--- src/rtl/matrix_cal_frm_ctrl.sv ---
// Frame sequencer around matrix_cal_top: meters source rows under a per-block credit limit and counts output columns.
// Optional watchdog: define MATRIX_CAL_TIMEOUT_EN.
module matrix_cal_frm_ctrl #(
  parameter int DATA_WIDTH   = 8,
  parameter int BLK_BEATS    = 8,
  parameter int MAX_INFLIGHT = 2,
  parameter int BLK_CNT_W    = 16,
  parameter int TIMEOUT_CYC  = 4096
) (
  input  logic                          clk,
  input  logic                          rst_n,
  input  logic                          frm_start,
  input  logic [BLK_CNT_W-1:0]          frm_blk_num,
  input  logic                          up_vld,
  output logic                          up_rdy,
  input  logic [16*DATA_WIDTH-1:0]      up_data,
  output logic                          src_row_vld,
  input  logic                          src_row_rdy,
  output logic [16*DATA_WIDTH-1:0]      src_row_data,
  input  logic                          tmp_col_vld,
  output logic                          tmp_col_rdy,
  input  logic [16*(DATA_WIDTH+4)-1:0]  tmp_col_data,
  output logic                          dn_vld,
  input  logic                          dn_rdy,
  output logic [16*(DATA_WIDTH+4)-1:0]  dn_data,
  output logic                          frm_busy,
  output logic                          frm_done,
  output logic [BLK_CNT_W-1:0]          blk_out_cnt,
  output logic                          err_timeout
);

  localparam int BEAT_W = (BLK_BEATS > 1) ? $clog2(BLK_BEATS) : 1;
  localparam int INFL_W = $clog2(MAX_INFLIGHT + 1);
  localparam logic [BEAT_W-1:0]    LAST_BEAT = BEAT_W'(BLK_BEATS - 1);
  localparam logic [INFL_W-1:0]    INFL_MAX  = INFL_W'(MAX_INFLIGHT);
  localparam logic [BLK_CNT_W-1:0] BLK_ONE   = BLK_CNT_W'(1);

  if (BLK_BEATS < 2 || MAX_INFLIGHT < 1 || TIMEOUT_CYC < 2) begin : g_bad_param
    $error("matrix_cal_frm_ctrl: unsupported parameter set");
  end

  typedef enum logic [1:0] {IDLE, RUN, DRAIN, DONE} state_e;

  state_e                state_q, state_d;
  logic [BLK_CNT_W-1:0]  blk_num_q, blk_num_d;
  logic [BEAT_W-1:0]     in_beat_q, in_beat_d;
  logic [BEAT_W-1:0]     out_beat_q, out_beat_d;
  logic [BLK_CNT_W-1:0]  blk_in_cnt_q, blk_in_cnt_d;
  logic [BLK_CNT_W-1:0]  blk_out_cnt_q, blk_out_cnt_d;
  logic [INFL_W-1:0]     inflight_q, inflight_d;

  logic in_ok, out_ok, in_fire, out_fire;
  logic in_blk_start, in_blk_end, out_blk_end, in_frm_end, out_frm_end;
  logic [BLK_CNT_W-1:0] last_blk;

`ifdef MATRIX_CAL_TIMEOUT_EN
  localparam int WDOG_W = $clog2(TIMEOUT_CYC + 1);
  localparam logic [WDOG_W-1:0] WDOG_LIM = WDOG_W'(TIMEOUT_CYC - 1);
  logic [WDOG_W-1:0] wdog_q, wdog_d;
  logic              err_q, err_d;
`endif

  // Credit is only consulted at a block boundary so a started block always completes.
  assign in_ok  = (state_q == RUN) && ((in_beat_q != '0) || (inflight_q < INFL_MAX));
  assign out_ok = (state_q == RUN) || (state_q == DRAIN);

  assign src_row_vld  = up_vld && in_ok;
  assign up_rdy       = src_row_rdy && in_ok;
  assign src_row_data = up_data;
  assign dn_vld       = tmp_col_vld && out_ok;
  assign tmp_col_rdy  = dn_rdy && out_ok;
  assign dn_data      = tmp_col_data;

  assign in_fire      = up_vld && up_rdy;
  assign out_fire     = dn_vld && dn_rdy;
  assign in_blk_start = in_fire && (in_beat_q == '0);
  assign in_blk_end   = in_fire && (in_beat_q == LAST_BEAT);
  assign out_blk_end  = out_fire && (out_beat_q == LAST_BEAT);
  assign last_blk     = blk_num_q - BLK_ONE;
  assign in_frm_end   = in_blk_end && (blk_in_cnt_q == last_blk);
  assign out_frm_end  = out_blk_end && (blk_out_cnt_q == last_blk);

  assign frm_busy    = (state_q != IDLE);
  assign frm_done    = (state_q == DONE);
  assign blk_out_cnt = blk_out_cnt_q;
`ifdef MATRIX_CAL_TIMEOUT_EN
  assign err_timeout = err_q;
`else
  assign err_timeout = 1'b0;
`endif

  always_comb begin
    state_d       = state_q;
    blk_num_d     = blk_num_q;
    in_beat_d     = in_beat_q;
    out_beat_d    = out_beat_q;
    blk_in_cnt_d  = blk_in_cnt_q;
    blk_out_cnt_d = blk_out_cnt_q;
    inflight_d    = inflight_q;
`ifdef MATRIX_CAL_TIMEOUT_EN
    wdog_d        = wdog_q;
    err_d         = 1'b0;
`endif

    if (in_fire) begin
      in_beat_d = in_blk_end ? '0 : in_beat_q + 1'b1;
      if (in_blk_end) blk_in_cnt_d = blk_in_cnt_q + BLK_ONE;
    end
    if (out_fire) begin
      out_beat_d = out_blk_end ? '0 : out_beat_q + 1'b1;
      if (out_blk_end) blk_out_cnt_d = blk_out_cnt_q + BLK_ONE;
    end

    case ({in_blk_start, out_blk_end})
      2'b10:   inflight_d = inflight_q + 1'b1;
      2'b01:   inflight_d = inflight_q - 1'b1;
      default: inflight_d = inflight_q;
    endcase

    case (state_q)
      IDLE: begin
        if (frm_start) begin
          blk_num_d     = frm_blk_num;
          in_beat_d     = '0;
          out_beat_d    = '0;
          blk_in_cnt_d  = '0;
          blk_out_cnt_d = '0;
          inflight_d    = '0;
          state_d       = (frm_blk_num != '0) ? RUN : DONE;
        end
      end
      RUN:     if (in_frm_end) state_d = out_frm_end ? DONE : DRAIN;
      DRAIN:   if (out_frm_end) state_d = DONE;
      DONE:    state_d = IDLE;
      default: state_d = IDLE;
    endcase

`ifdef MATRIX_CAL_TIMEOUT_EN
    // Stuck output side with blocks pending: abort the frame without frm_done.
    if (!out_ok || out_fire) begin
      wdog_d = '0;
    end else if (inflight_q != '0) begin
      if (wdog_q == WDOG_LIM) begin
        err_d         = 1'b1;
        state_d       = IDLE;
        wdog_d        = '0;
        in_beat_d     = '0;
        out_beat_d    = '0;
        blk_in_cnt_d  = '0;
        blk_out_cnt_d = '0;
        inflight_d    = '0;
      end else begin
        wdog_d = wdog_q + 1'b1;
      end
    end
`endif
  end

  always_ff @(posedge clk or negedge rst_n) begin
    if (!rst_n) begin
      state_q       <= IDLE;
      blk_num_q     <= '0;
      in_beat_q     <= '0;
      out_beat_q    <= '0;
      blk_in_cnt_q  <= '0;
      blk_out_cnt_q <= '0;
      inflight_q    <= '0;
`ifdef MATRIX_CAL_TIMEOUT_EN
      wdog_q        <= '0;
      err_q         <= 1'b0;
`endif
    end else begin
      state_q       <= state_d;
      blk_num_q     <= blk_num_d;
      in_beat_q     <= in_beat_d;
      out_beat_q    <= out_beat_d;
      blk_in_cnt_q  <= blk_in_cnt_d;
      blk_out_cnt_q <= blk_out_cnt_d;
      inflight_q    <= inflight_d;
`ifdef MATRIX_CAL_TIMEOUT_EN
      wdog_q        <= wdog_d;
      err_q         <= err_d;
`endif
    end
  end

endmodule
--- config.mk ---
export PLATFORM = sky130hd
export DESIGN_NAME = matrix_cal_frm_ctrl
export DESIGN_NICKNAME = d
export VERILOG_FILES = /design/src/rtl/matrix_cal_frm_ctrl.sv
export SDC_FILE = /design/constraint.sdc
export NUM_CORES = 1
export LEC_CHECK = 0
export ABC_AREA = 1
export BUFFER_PORTS_ARGS = -buffer_cell sky130_fd_sc_hd__buf_2
export CORE_AREA = 3 3 263 265
export CTS_BUF_LIST = sky130_fd_sc_hd__clkbuf_4 sky130_fd_sc_hd__clkbuf_8
export CTS_CLUSTER_DIAMETER = 50
export DETAILED_ROUTE_END_ITERATION = 10
export DIE_AREA = 0 0 266 268
export PLACE_DENSITY = 0.36
export SETUP_SLACK_MARGIN = 0.15
export SLEW_MARGIN = 25
export SYNTH_ARGS = -nofsm -noshare
export SYNTH_HDL_FRONTEND = slang
export SYNTH_SLANG_ARGS = --single-unit
--- constraint.sdc ---
create_clock -name clk -period 5.2 [get_ports clk]
set_input_delay 0.26 -clock clk [delete_from_list [all_inputs] [get_ports clk]]
set_output_delay 0.26 -clock clk [all_outputs]
set_load 0.02 [all_outputs]
======== Word-level counts from Yosys, hierarchy flattened ========
Index checks and enable logic that the tools add are counted.
storage, ports and cells
  output and inout bits ................... 343
  latch bits .............................. 0
  ROM bits ................................ 0
  bits in registers ....................... 58
  input port bits ......................... 343
  memories kept ........................... 0
  bits in writable memories ............... 0
  logic and storage cells ................. 73
operators by class
  add/sub/neg operators ................... 7
  multipliers ............................. 0
  shift-type cells ........................ 0
  multiplexer cells ....................... 25
  bitwise operators ....................... 0
  divide/modulo/power cells ............... 0
  $lt $le $gt $ge ......................... 1
  equality and inequality tests ........... 12
  reduce and logical (&&, ||, !) cells .... 21
operators by type and width
  operator                 count
  $mux W16                 8
  $add A16 B1 Y16 const B  2
  $eq A16 B16 Y1           2
  $mux W3                  8
  $reduce_bool A16 Y1      1
  $sub A16 B1 Y16 const B  1
  $logic_and A1 B1 Y1      12
  $mux W2                  6
  $pmux W2 S4              1
  $add A3 B1 Y3 const B    2
  $eq A2 B2 Y1 const B     3
  $eq A3 B3 Y1 const B     2
  $ne A2 B2 Y1 const B     3
  $eq A2 B1 Y1 const B     2
  $pmux W2 S2              1
  $logic_not A3 Y1         1
  $reduce_and A3 Y1        1
  $reduce_bool A3 Y1       1
  $add A2 B1 Y2 const B    1
  $logic_not A2 Y1         1
  $logic_or A1 B1 Y1       2
  $lt A2 B2 Y1 const B     1
  $reduce_and A2 Y1        1
  $reduce_bool A2 Y1       1
  other kinds (2)          2

======== Depth between registers and ports, before layout ========
Gate-level depths: netlist of the first run.
  depth after elaboration ................. 10
  mapped depth ............................ 17

======== Worst setup path before layout of the first run ========
OpenSTA, ideal clock, no wires.
  path type ............................... register to register
  start ................................... reg state_q[0]
  end ..................................... reg blk_out_cnt_q[14] (netlist: blk_out_cnt[14])
  library setup time ...................... 120 ps
  cell stages (with the launch flop) ...... 16
  buffers on the path ..................... 0
  required time ........................... 5080 ps
  data arrival time ....................... 2074 ps
  slack ................................... 3007 ps
  cell sequence ........................... dfrtp_1 inv_1 ha_1 nand2_2 nor2_4 nand2_4 nor3_4 nand2_2 nor2_2 nand2_2 nor2_2 nand2_2 nor2_4 nand4_2 o21ai_0 nor2_1
on the way
  longest elaborated chain between the ends .. 9
  elaborated cells on any way between the ends .. 11
  classes of those cells .................. eq/ne (2); mux (4); reduce/logical (5)
RTL lines
  what                                                 RTL line  text
  start: declaration                                   44        state_e state_q, state_d;
  start signal: assignment                             173       state_q <= state_d;
  $eq A2 B1 Y1 / $eq A2 B2 Y1 (equally long branches)  65        assign out_ok = (state_q == RUN) || (state_q == DRAIN);
  $logic_or A1 B1 Y1                                   65
  $logic_and A1 B1 Y1                                  70        assign dn_vld = tmp_col_vld && out_ok;
  $logic_and A1 B1 Y1                                  75        assign out_fire = dn_vld && dn_rdy;
  $logic_and A1 B1 Y1                                  78        assign out_blk_end = out_fire && (out_beat_q == LAST_BEAT);
  $mux W16                                             111       if (out_blk_end) blk_out_cnt_d = blk_out_cnt_q + BLK_ONE;
  $mux W16                                             109       if (out_fire) begin
  $mux W16                                             122       if (frm_start) begin
  $mux W16 *                                           120       case (state_q)
  named net blk_out_cnt_d[14]                          49        logic [BLK_CNT_W-1:0] blk_out_cnt_q, blk_out_cnt_d;
  end signal: assignment                               178       blk_out_cnt_q <= blk_out_cnt_d;
  end: declaration                                     49
Mark *: on every way through the listed nets, which the timed path passes. The rest lies on a longest branch.
A chain may end at the register's enable or synchronous reset.

======== Worst setup path after layout of the first run ========
  start ................................... reg state_q[0]
  end ..................................... reg blk_out_cnt_q[15] (netlist: blk_out_cnt[15])
The elaborated chain is that of the path after synthesis.

==> results of run 1 <==
==> sequential cells by signal, indices dropped and copies added, names as in the netlist <==
name          cells
blk_num_q        16
blk_in_cnt_q     16
out_beat_q        3
blk_out_cnt      16
inflight_q        2
state_q           2
in_beat_q         3
==> layer usage <==
layer  part of all wire [%]  track usage [%]  vias to the layer above
li1                       -                -                     1919
met3                     20             6.82                      138
met1                     27             5.90                     2038
met2                     47             12.6                      346
met4                    5.6             4.42                        8
met5                   0.60             2.18                        -
==> stage by stage <==
| stage | total power [mW] | setup WS [ns] | area, um2 | utilization (%) |
|---|---|---|---|---|
| final | 2.05 | 2.45 | 5460 | 8.14 |
| after CTS | 2.09 | 2.42 | 5460 | 8.14 |
| after global routing | 2.26 | 2.10 | 5460 | 8.14 |
| after detailed placement | 1.58 | 2.44 | 5230 | 7.80 |
| after floorplan | 1.64 | 3.01 | 6340 | - |
| after global placement | 1.58 | 2.46 | 5230 | 7.80 |
==> worst reg2reg max path: cells and delay by family, from the launching register on <==
kind / cells / cell delay [ns]
AND/OR/NAND/NOR: 10 / 1.44
flip-flops: 1 / 0.43
adder cells (fa/ha/maj): 1 / 0.44
buffers and inverters: 1 / 0.11
AO/OA/AOI/OAI: 2 / 0.26
==> cells in the mapped netlist (2+ instances only) <==
cell type  count
a211oi_1       3
a21oi_1       26
buf_4        321
clkbuf_1       6
dfrtp_1       58
ha_1          14
inv_1         69
nand2_1      141
nand2_2        5
nand2_4        2
nand3_1       65
nand3b_1       4
nand4_1        7
nor2_1        68
nor2_2         3
nor2_4         6
nor3_1        11
nor3_2         2
nor4_1         4
o21a_1         3
o21ai_0       35
or2_2          2
xor2_1         9
==> power by group <==
part           leakage, nW  internal [mW]  total, mW  switching [mW]
clock network        0.109          0.284      0.496           0.212
registers            0.776          0.539      0.638          0.0996
logic                 1.41          0.289      0.918           0.629
total                 2.29           1.11       2.05           0.941
==> final timing paths <==
check / startpoint / to / slack, ns
max: state_q[0] / blk_out_cnt[15] / 2.45
min in group clk: frm_blk_num[13] / blk_num_q[13] / 0.13
min reg2reg: blk_in_cnt_q[15] / blk_in_cnt_q[15] / 0.56
max in group asynchronous: rst_n / in_beat_q[0] / 4.56
min: rst_n / out_beat_q[1] / 0.08
max reg2reg: state_q[0] / blk_out_cnt[15] / 2.45
==> cell families (layout without fill, tap and decap cells) <==
| kind of cell | after synthesis | after routing | share of synthesized area [%] |
|---|---|---|---|
| buffers and inverters | 397 | 131 | 42.5 |
| AND/OR/NAND/NOR | 328 | 328 | 24.2 |
| AO/OA/AOI/OAI | 71 | 71 | 5.98 |
| flip-flops | 58 | 58 | 22.9 |
| adder cells (fa/ha/maj) | 14 | 14 | 2.76 |
| XOR/XNOR | 10 | 10 | 1.38 |
| other | 1 | 2 | 0.0592 |
| multiplexers | 1 | 1 | 0.158 |
==> layout make-up <==
type / instances / area [um2]
Antenna cell: 1 / 2.50
Timing Repair Buffer: 46 / 235
Tap cell: 873 / 1090
Clock buffer: 10 / 138
Inverter: 69 / 259
Fill cell: 7928 / 61600
Multi-Input combinational cell: 425 / 2190
Sequential cell: 58 / 1450
Clock inverter: 6 / 88.8
==> results.md, run 1 <==
- Status: completed
- Die height: approximately 270 um
- Worst hold slack: roughly 0.080 ns
- Fin nets: just under 1000
- Min Clock Period, post-route: about 2.8 ns
- Final count of hold timing violations: 0
- Async S/R FF share, synth: between 90% and 100%
- Area Growth Syn to Fin: -13.9%
- # IOs: ~690
- CP Cell Sequence: inv_1 > ha_1 > nand2_2 > nor2_4 > nand2_4 > nor2_2 > nand3_2 > nor3_2 > nand3_1 > nor2_1 > nand3_1 > nor2_1 > o21ai_0 > a21oi_1
- Syn Area/Cell: ~7 um2
- Buffers & Inverters on Critical Path: 1
- CP delay by family, top: simple AND/OR/NAND/NOR gates
- Period utilisation layout: a little over half
- Layout Cells excl Fill: between 1000 and 1500
- Setup Crit Path Kind: register to register
- First-pass GRT wire length: 37400 um
- DP Cell Count: approximately 1500
- Root buf cell: clkbuf_8
- Static leakage: 2.29 nW
- Antenna Nets Post-Route: 0
- Top-area cell type share of the netlist area: 38.0%
- R2R depth: 14
- Port Buffers: 44
- Main synth FF type: dfrtp_1
- CP max stage delay: 0.44 ns
- Yosys warns: 0
- Fmax: approximately 360 MHz
- Rel. slew slack: about two fifths
- Seq/Total Area, Yosys: 22.9%
- Drt total wl: 28200 um
- H-tree levels: 3
- Largest cells by area after synthesis: buf_4 (38%), dfrtp_1 (23%), nand2_1 (8.3%)
- Post-route DRC violation count: 0
- Slowest CP cell: ha_1
- Post-CTS Hold Buffers: 0
- Worst-path maximum fanout: 7
- Routed wire per std cell: ~19 um
- Slew @ Worst Pin: a little under 0.9 ns
- Via count: ~4400
- Worst skew pair latency: roughly 0.37 ns
- Largest net degree at the start of global routing: roughly 60
- Final setup TNS: 0 ns
- CP arrival: roughly 3 ns
- GRT Total Usage: 7.64%
- RD Place Congestion: just under 0.8
- Number of flops mapped to enable cells by yosys: 0
- Crit. End Element: register
- Area leader, netlist: buf_4
- Post-synth cell types: 39
- Via density: 2.99
- Commonest non-fill, non-tap cells in the layout: nand2_1 (141), inv_1 (69), nor2_1 (68)
- Number of setup buffers added after CTS: 0
- Antenna violations before repair: 5
- Layout cells sized above 1: between 10 and 15%
- Clock buffer count from CTS: 9
- DRT iter0 DRCs: roughly 230
- CTS tree: done
- DP HPWL: between 20000 and 25000 um
- Max-cap violations: 0
- Final setup fails: 0
- Mapped Area: between 6000 and 7000 um2
- Mapped Nets: approximately 1200
- Setup Skew: between 0.01 and 0.015 ns
- Unrepaired setup endpoints after global routing: no
- Max Buffers Root-to-Sink: 2
- FF+latch count, synth: a little under 60
- CP required: approximately 5.5 ns
- Placeable Area: 67000 um2
- TritonRoute pass-1 iters: 5
- Vias in the first global route: approximately 4700
- Hold Path Class: primary input to asynchronous set/reset pin
- Commonest non-fill, non-tap cell in the layout: nand2_1
- Pwr/cell area: roughly 380 nW/um2
- Initial Utilization: under 10%
- Clock-pin slew on the worst setup and hold paths: 0.08 ns
- Post-synthesis cell count: 880
- Worst VDD drop: approximately 110 uV
- Rows: 95
- Post-CTS sizing: 0
- Die area: around 70000 um2
- Startpoint Class: register
- Slew Viols, Final: 0
- CTS sink count: just under 60
- Grt total ovfl: 0
- Die width: approximately 270 um
- WP depth: 14
No activity file was read; power rests on OpenSTA's default activity.
==> inputs of run 2 (changes only) <==
--- a/config.mk
+++ b/config.mk
@@ -5,13 +5,13 @@
 export SDC_FILE = /design/constraint.sdc
 export NUM_CORES = 1
 export LEC_CHECK = 0
-export ABC_AREA = 1
+export ABC_AREA = 0
 export BUFFER_PORTS_ARGS = -buffer_cell sky130_fd_sc_hd__buf_2
-export CORE_AREA = 3 3 263 265
+export CORE_AREA = 3 3 262 264
 export CTS_BUF_LIST = sky130_fd_sc_hd__clkbuf_4 sky130_fd_sc_hd__clkbuf_8
 export CTS_CLUSTER_DIAMETER = 50
 export DETAILED_ROUTE_END_ITERATION = 10
-export DIE_AREA = 0 0 266 268
+export DIE_AREA = 0 0 265 267
 export PLACE_DENSITY = 0.36
 export SETUP_SLACK_MARGIN = 0.15
 export SLEW_MARGIN = 25
==> constraint.sdc (replaced) <==
create_clock -name clk -period 2.84 [get_ports clk]
set_input_delay 0.142 -clock clk [delete_from_list [all_inputs] [get_ports clk]]
set_output_delay 0.142 -clock clk [all_outputs]
set_load 0.02 [all_outputs]
==> results.md, run 2 <==
- Rows: 95 (unchanged)
- Port Buffers: 44 (unchanged)
- Post-route DRC violation count: 0 (unchanged)
- Worst hold slack: 0.0169 ns (-0.0636 ns)
- First-pass GRT wire length: 30200 um (-19%)
- Clock-pin slew on the worst setup and hold paths: 0.08 ns (about the same)
- Slew Viols, Final: 0 (unchanged)
- Main synth FF type: dfrtp_1
- Clock buffer count from CTS: 9 (unchanged)
- Number of flops mapped to enable cells by yosys: 0 (unchanged)
- Mapped Area: 6320 um2 (-0.30%)
- Max Buffers Root-to-Sink: 2 (unchanged)
- CTS sink count: 58 (unchanged)
- Worst skew pair latency: 0.37 ns (about the same)
- Die width: 265 um (-0.38%)
- Pwr/cell area: 759 nW/um2 (+100%)
- XOR/XNOR share of the synthesized area: 8.85% (+7.5 points)
- Via density: 2.82 (-5.8%)
- Status: completed
- Final setup fails: 0 (unchanged)
- Most instantiated library cell after synthesis: buf_4
- TritonRoute pass-1 iters: 4 (-1)
- Final setup TNS: 0 ns (unchanged)
- Worst R2R Setup Slack: 0.22 ns (-2.23 ns)
- RD Place Congestion: 0.732 (-7.3%)
- Post-synthesis cell count: 739 (-16%)
- Slowest CP cell: or4_4
- Static leakage: 2.22 nW (-3.1%)
- Layout fillers: 7812 (-1.5%)
- Post-synthesis compound-gate area fraction: 8.08% (+2.1 points)
- Mapped Nets: 1096 (-11%)
- Seq/Total Area, Yosys: 23.0% (+0.068 points)
- Root buf cell: clkbuf_8
- CP Cell Sequence: or4_4 > nor3_4 > a221oi_2 > nor4_1 > buf_4 > o2111ai_4 > a221oi_4 > a21boi_2 > a211oi_2
- Yosys warns: 0 (unchanged)
- H-tree levels: 3 (unchanged)
- Rel. slew slack: 57.0% (+15 points)
- Setup Crit Path Kind: register to register
- Drt total wl: 22200 um (-21%)
- CP delay by family, top: simple AND/OR/NAND/NOR gates
- DP HPWL: 18400 um (-24%)
- Commonest non-fill, non-tap cells in the layout: dfrtp_1 (57), nor2_1 (45), buf_2 (43)
- Routed wire per std cell: 16.2 um (-14%)
- CP arrival: 2.88 ns (-0.15 ns)
- Setup Skew: 0.0216 ns (+0.0109 ns)
- Multi-input logic area: 2500 um2 (+14%)
- GRT Total Usage: 5.97% (-1.7 points)
- Buffers & Inverters on Critical Path: 1 (unchanged)
- CP required: 3.09 ns (-2.39 ns)
- Async S/R FF share, synth: 100% (unchanged)
- Layout cells sized above 1: 29.9% (+16 points)
- Area leader, netlist: buf_4
- Commonest non-fill, non-tap cell in the layout: dfrtp_1
- Antenna Nets Post-Route: 0 (unchanged)
- # IOs: 686 (unchanged)
- Area Growth Syn to Fin: -7.11%
- Post-synthesis mux area share: 2.77% (+2.6 points)
- Post-Synth Simple-Gate Area: 14.2% (-10 points)
- Final count of hold timing violations: 0 (unchanged)
- Worst VDD drop: 233 uV (+110%)
- Die area: 70800 um2 (-0.75%)
- Fin nets: 852 (-12%)
- Largest cells by area after synthesis: buf_4 (38%), dfrtp_1 (23%), xor2_1 (3.9%)
- Period utilisation layout: 92.3% (+39 points)
- CP max stage delay: 0.57 ns (+0.13 ns)
- Top-area cell type share of the netlist area: 38.1% (+0.11 points)
- Initial Utilization: 9.46% (about the same)
- Storage cell area: 1450 um2 (about the same)
- DRT iter0 DRCs: 123 (-46%)
- Fmax: 381 MHz (+5.0%)
- Worst-path maximum fanout: 4 (-3)
- Vias in the first global route: 3995 (-15%)
- Min Clock Period, post-route: 2.62 ns (-0.130 ns)
- FF+latch count, synth: 58 (unchanged)
- Antenna violations before repair: 7 (+2)
- Unrepaired setup endpoints after global routing: yes
- Die height: 267 um (-0.37%)
- CTS tree: done
- Placeable Area: 66800 um2 (-0.35%)
- Post-layout util: 8.79% (+0.65 points)
- Ant diodes: 0 (-1)
- Slew @ Worst Pin: 0.643 ns (-0.225 ns)
- Post-synth top cells: buf_4 (321), dfrtp_1 (58), nor2_1 (46)
- Largest family of logic cells by synthesized area: buffers and inverters
- Crit. End Element: register
- Max-cap violations: 0 (unchanged)
- Startpoint Class: register
- Syn Area/Cell: 8.55 um2 (+19%)
- Adder-cell area share of the yosys netlist: 2.77% (+0.0082 points)
- Grt total ovfl: 0 (unchanged)
- Largest net degree at the start of global routing: 38 (-36%)
- Post-synth cell types: 63 (+62%)
- Via count: 3862 (-13%)
- Hold Path Class: primary input to register
==> run 2: changes by cell type in the layout (fill, tap and decap cells not counted), moves of 19 or more <==
cell,before,now
xnor2_1,1,22
inv_1,69,13
buf_4,2,38
nand3_1,65,11
xor2_1,9,28
nand2_1,141,27
nor2_1,68,45
==> run 2: final timing paths <==
path                                  to             from  cells after the start
setup / recovery              state_q[0]     blk_num_q[2]                      9
hold / removal             blk_num_q[12]  frm_blk_num[12]                      3
setup reg to reg              state_q[0]     blk_num_q[2]                      9
hold reg to reg            out_beat_q[1]    out_beat_q[1]                      2
max in group asynchronous   blk_num_q[5]            rst_n                      3
min in group asynchronous  inflight_q[0]            rst_n                      2
==> run 2: logic make-up after synthesis <==
family | after synthesis
xor gates and xnor gates | 56
DFF | 58
buffers and inverters | 356
adders and majority gates | 14
and+or+nand+nor | 165
AOI/OAI and AO/OA | 73
muxes | 16
other | 1
==> run 2: through the flow <==
stage	total power, mW	cell area (um2)	std cells	setup slack, ns
finish	4.46	5870	1371	0.218
global route	4.75	5870	1371	0.0759
CTS	4.26	5710	1369	0.155
detailed placement	3.28	5440	1353	0.0431
global placement	3.29	5440	1353	0.0227
floorplan	3.18	6320	739	0.173
==> run 2: worst register-to-register path, cell delays in order (launching register included) <==
cell	delay [ns]
dfrtp_1	0.37
or4_4	0.57
nor3_4	0.22
a221oi_2	0.10
nor4_1	0.32
buf_4	0.18
o2111ai_4	0.15
a221oi_4	0.33
a21boi_2	0.22
a211oi_2	0.08
==> run 2: layer usage <==
metal	vias to the layer above	track usage, %	routed length, um
met5	-	0.135	0
met4	0	3.73	1370
met3	126	3.69	3150
met2	344	9.02	9610
met1	1746	6.27	8100
li1	1646	-	-
==> run 2: power breakdown <==
part	internal (mW)	switching (mW)
logic	1.14	1.27
clock network	0.517	0.355
registers	1.01	0.171
==> run 2: cell type report <==
| cell class | instances | area share, % |
|---|---|---|
| clock buffers | 11 | 2.47 |
| clock inverters | 3 | 1.11 |
| inverters | 14 | 0.895 |
| multi-input cells | 325 | 42.5 |
| flip-flops and latches | 58 | 24.7 |
| well taps | 873 | 18.6 |
| repair buffers | 87 | 9.65 |
==> run 2: timing repair <==
action / in CTS / in global routing
hold endpoints to repair: 35 / 0
hold buffers: 1 / 0
pin swaps: 7 / 10
endpoints found under the setup margin: 2 / 4
gates resized for setup: 9 / 29
buffers inserted: 1 / 2
